## src/rtl/updn_pkg.sv

```systemverilog
// rtl/updn_pkg.sv - shared constants and types for the up/down modulo counter
package updn_pkg;

  localparam logic DIR_UP   = 1'b1;
  localparam logic DIR_DOWN = 1'b0;

  localparam int WIDTH_MIN = 2;
  localparam int WIDTH_MAX = 32;

  // Decision taken at an edge once reset has been ruled out
  typedef enum logic [2:0] {
    ACT_HOLD,
    ACT_LOAD,
    ACT_INC,
    ACT_DEC,
    ACT_WRAP_LO,
    ACT_WRAP_HI,
    ACT_CLAMP,
    ACT_SAT
  } updn_act_e;

  function automatic bit width_ok(input int w);
    return (w >= WIDTH_MIN) && (w <= WIDTH_MAX);
  endfunction

endpackage

```

## src/rtl/updn_next.sv

```systemverilog
// rtl/updn_next.sv - next-state logic for updn_mod_counter
// Optional saturation input present when UPDN_SAT_EN is defined.
module updn_next
  import updn_pkg::*;
#(
  parameter int WIDTH = 8
) (
  input  logic [WIDTH-1:0] count_i,
  input  logic             ud_i,
  input  logic [WIDTH-1:0] max_val_i,
  input  logic             load_i,
  input  logic [WIDTH-1:0] load_val_i,
  input  logic             en_i,
`ifdef UPDN_SAT_EN
  input  logic             sat_i,
`endif
  output logic [WIDTH-1:0] count_o,
  output logic             wrap_o,
  output logic             tc_o
);

  logic      sat_w;
  logic      at_top;
  logic      at_zero;
  logic      above_max;
  updn_act_e act;

`ifdef UPDN_SAT_EN
  assign sat_w = sat_i;
`else
  assign sat_w = 1'b0;
`endif

  assign at_top    = (count_i >= max_val_i);
  assign at_zero   = (count_i == '0);
  assign above_max = (count_i > max_val_i);

  always_comb begin
    act = ACT_HOLD;
    if (load_i) begin
      act = ACT_LOAD;
    end else if (en_i) begin
      if (ud_i == DIR_UP) begin
        if (at_top) act = sat_w ? ACT_SAT : ACT_WRAP_LO;
        else        act = ACT_INC;
      end else if (above_max) begin
        // max_val was lowered under a running count: snap down without a wrap
        act = ACT_CLAMP;
      end else if (at_zero) begin
        act = sat_w ? ACT_SAT : ACT_WRAP_HI;
      end else begin
        act = ACT_DEC;
      end
    end
  end

  always_comb begin
    count_o = count_i;
    wrap_o  = 1'b0;
    case (act)
      ACT_LOAD:    count_o = (load_val_i > max_val_i) ? max_val_i : load_val_i;
      ACT_INC:     count_o = count_i + WIDTH'(1);
      ACT_DEC:     count_o = count_i - WIDTH'(1);
      ACT_WRAP_LO: begin
        count_o = '0;
        wrap_o  = 1'b1;
      end
      ACT_WRAP_HI: begin
        count_o = max_val_i;
        wrap_o  = 1'b1;
      end
      ACT_CLAMP:   count_o = max_val_i;
      ACT_SAT:     count_o = (ud_i == DIR_UP) ? max_val_i : '0;
      default:     count_o = count_i;
    endcase
  end

  assign tc_o = (ud_i == DIR_UP) ? (count_i == max_val_i) : at_zero;

endmodule

```

## src/rtl/updn_mod_counter.sv

```systemverilog
// rtl/updn_mod_counter.sv - up/down counter over 0..max_val with load and wrap pulse
// Define UPDN_SAT_EN to add the sat input (saturate instead of wrap).
module updn_mod_counter
  import updn_pkg::*;
#(
  parameter int WIDTH = 8
) (
  input  logic             clk,
  input  logic             rst,
  input  logic             en,
  input  logic             ud,
  input  logic             load,
  input  logic [WIDTH-1:0] load_val,
  input  logic [WIDTH-1:0] max_val,
`ifdef UPDN_SAT_EN
  input  logic             sat,
`endif
  output logic [WIDTH-1:0] count,
  output logic             tc,
  output logic             wrap
);

  if (!width_ok(WIDTH)) begin : g_width_check
    $error("updn_mod_counter: WIDTH must be within WIDTH_MIN..WIDTH_MAX");
  end

  logic [WIDTH-1:0] count_q, count_d;
  logic             wrap_q, wrap_d;

  updn_next #(
    .WIDTH (WIDTH)
  ) u_next (
    .count_i    (count_q),
    .ud_i       (ud),
    .max_val_i  (max_val),
    .load_i     (load),
    .load_val_i (load_val),
    .en_i       (en),
`ifdef UPDN_SAT_EN
    .sat_i      (sat),
`endif
    .count_o    (count_d),
    .wrap_o     (wrap_d),
    .tc_o       (tc)
  );

  always_ff @(posedge clk) begin
    if (!rst) begin
      count_q <= '0;
      wrap_q  <= 1'b0;
    end else begin
      count_q <= count_d;
      wrap_q  <= wrap_d;
    end
  end

  assign count = count_q;
  assign wrap  = wrap_q;

endmodule
```

## config.mk

```make
export PLATFORM = sky130hd
export DESIGN_NAME = updn_mod_counter
export DESIGN_NICKNAME = d
export VERILOG_FILES = /design/src/rtl/updn_pkg.sv /design/src/rtl/updn_next.sv /design/src/rtl/updn_mod_counter.sv
export SDC_FILE = /design/constraint.sdc
export NUM_CORES = 1
export LEC_CHECK = 0
export CAP_MARGIN = 20
export CORE_MARGIN = 8
export CORE_UTILIZATION = 35
export DETAILED_ROUTE_END_ITERATION = 10
export DONT_BUFFER_PORTS = 1
export PLACE_DENSITY_LB_ADDON = 0.15
export SETUP_SLACK_MARGIN = 0.3
export SYNTH_ARGS = -nofsm -noshare
export SYNTH_HDL_FRONTEND = slang
export SYNTH_SLANG_ARGS = --single-unit
```

## constraint.sdc

```tcl
create_clock -name clk -period 5.2 [get_ports clk]
set_input_delay 1.3 -clock clk [delete_from_list [all_inputs] [get_ports clk]]
set_output_delay 1.3 -clock clk [all_outputs]
set_load 0.01 [all_outputs]
```

==> impl_metrics.yaml <==
setup_path:
  crit_path_start_kind: "input port"
  critPathRequiredTime_ns: 5.32
  path_class: "in -> reg"
  slowest_stage: "a2111oi_0"
  critPathMaxStageDelay_ns: 0.38
  critical_path_arrival_ns: 4.50
  r2r-start: "count[1]"
  cp-startpoint: "max_val[1]"
  critPathBufInv: 2
  crit_fanout: 6
  cp_top_family: "compound AO/OA/AOI/OAI gates"
  cp-end-kind: "flip-flop"
  cp_cell_sequence: "inv_1 -> ha_1 -> and2b_1 -> o211ai_2 -> a31oi_1 -> nor2_1 -> o21a_1 -> nand3_1 -> inv_1 -> ha_1 -> a21oi_1 -> o211ai_1 -> a2111oi_0 -> nor3_1 -> xor3_1 -> mux2i_1 -> a211oi_2"
placement:
  place_ws_ns: 0.614
  io_buffers: 0
  dp.cells: 244
  place_congestion: 0.910
  dp_hpwl_um: 3820
final_layout:
  num-fill-cells: 425
  areaGrowthSynthToFinish_pct: 6.33
  final_cells: 248
  antennaDiodeCount: 0
  layout_commonest_cell: "ha_1"
  nets: 243
  post_route_cells_drive_above_1_share_pct: 9.09
  layout_common_cells: "ha_1, inv_1, nor2_1"
power:
  leakagePower_nw: 0.692
  power_density_nw_per_um2: 237
  ir_worst_vdd_mv: 0.105
routing:
  met3_length_um: 422
  vias: 1490
  wl_met2_um: 2180
  antenna_left: 0
  highest_layer: "met4"
  drt-met1-wl_um: 1950
  drc_errors: 0
  drt-initial-drc-count: 62
  vias_per_cell: 6.01
  wl_per_cell_um: 18.4
  drtPass1Iterations: 4
  drt-total-wl_um: 4560
cts:
  cts.sinks: 9
  root_buffer: "clkbuf_8"
  cts_made_buffers: 3
  h-tree-depth: 1
  cts_resized: 0
  clock_path_buffers: 2
  clk_pin_slew_ns: 0.05
  cts_setup_buffers: 0
  insertion_delay_ns: 0.24
  cts_tree: "done"
  ctsHoldBuffers: 0
synth:
  synthArstFlopShare_pct: 0
  syn_area_per_cell_um2: 7.53
  yosysSeqAreaShare_pct: 12.2
  synth_nets: 241
  syn_area_um2: 1480
  yosysUniqueCellTypes: 51
  yosysWarningCount: 0
  synth_flop_cell: "dfxtp_1"
  syn_inst: 197
  synth_edf_count: 0
  synth-seq-cells: 9
min_path:
  holdCritPathClass: "reg -> reg"
  min-delay-start: "count[2]"
timing:
  relSlewSlack_pct: 62.4
  rsz0062_at_grt: "false"
  fin_crit_ns: 4.38
  slew_viol_final: 0
  tightestPinTransition_ns: 0.565
  finalCritPeriodShare_pct: 84.2
  fin_skew_ns: 0.00592
  setup_ws_ns: 0.822
  finalSetupViolCount: 0
  fmax_mhz: 228
  hold_viol_final: 0
  tns_ns: 0
global_route:
  grt-ovfl-total: 0
  grt_max_degree: 13
  grt_pass1_vias: 1448
  grt_pass1_wl_um: 7220
  grt_antenna_before_repair: 0
  track_usage_pct: 14.1
floorplanning:
  die_w_um: 81.1
  start_util_pct: 36.8
  fp.coreArea_um2: 4030
  ios: 31
  row_count: 23
  die_area_um2: 6570
  chipHeight_um: 81.1
status:
  status: "completed"
run:
  cap_viol_max_count: 0
final cells by class:
class / instances / area [um^2] / area share, %
Inverter: 20 / 75.1 / 4.76
Sequential cell: 9 / 180 / 11.4
Multi-Input combinational cell: 164 / 1210 / 76.5
Clock buffer: 4 / 45.0 / 2.86
Timing Repair Buffer: 1 / 7.51 / 0.476
Tap cell: 50 / 62.6 / 3.97
logic make-up (layout without fill, tap and decap cells):
logic type	count (synthesis)	count (layout)	share of synthesized area, %
adder cells (fa/ha/maj)	23	23	19.9
multiplexers	7	7	4.81
AND/OR/NAND/NOR	70	70	24.7
flip-flops	9	9	12.2
XOR/XNOR	4	4	3.38
buffers and inverters	24	25	6.50
AO/OA/AOI/OAI	60	60	28.5
cells in the mapped netlist (all sizes together), types with 3 or more instances:
cell | n | area share, %
buf | 4 | 1.4
nor3 | 10 | 3.7
o21ai | 17 | 6.0
a31oi | 5 | 3.1
nand2 | 14 | 3.5
nand3 | 11 | 3.7
mux2i | 6 | 4.1
inv | 20 | 5.1
nand4 | 4 | 2.5
nor2b | 4 | 1.7
ha | 22 | 19
nor2 | 18 | 5.2
o21a | 5 | 2.5
a211oi | 5 | 2.9
and3 | 3 | 1.6
a21oi | 12 | 4.1
dfxtp | 9 | 12
routing by layer:
| metal | up-vias | track usage (%) |
|---|---|---|
| met5 | - | 0 |
| met4 | 0 | 3.21 |
| met3 | 2 | 5.85 |
| met2 | 41 | 23.0 |
| met1 | 707 | 16.8 |
| li1 | 740 | - |
worst reg2reg max path, cell delays in order (launching register included):
cell and delay, ns:
dfxtp_1 0.54, ha_1 0.33, and2b_1 0.18, o211ai_2 0.17, a31oi_1 0.13, nor2_1 0.13, o21a_1 0.26, nand3_1 0.15
inv_1 0.20, ha_1 0.27, a21oi_1 0.20, o211ai_1 0.12, a2111oi_0 0.38, nor3_1 0.12, xor3_1 0.20, mux2i_1 0.20
a211oi_2 0.09
final timing paths:
kind              slack, ns  depth (start not counted)  endpoint
setup / recovery       0.82                         17  count[7]
hold / removal         0.71                          2  count[2]
setup reg to reg       1.39                         16  count[7]
hold reg to reg        0.71                          2  count[2]
sequential cells by signal, summed over array words and instances, names as in the netlist:
| signal | cells |
|---|---|
| wrap | 1 |
| count | 8 |
where the power goes:
part           internal, mW  switching [mW]  total (mW)
Clock                0.0538          0.0319      0.0857
Combinational        0.0806           0.107       0.187
Sequential           0.0781          0.0222       0.100
per-stage QoR:
step	area (um^2)	utilization (%)	power (mW)	hold slack, ns
after global routing	1580	39.1	0.403	0.744
after detailed placement	1530	38.0	0.288	0.703
final	1580	39.1	0.373	0.706
after CTS	1580	39.1	0.375	0.711
after floorplan	1480	-	0.250	0.589
after global placement	1530	38.0	0.284	0.688
(Power assumes the default switching activity.)
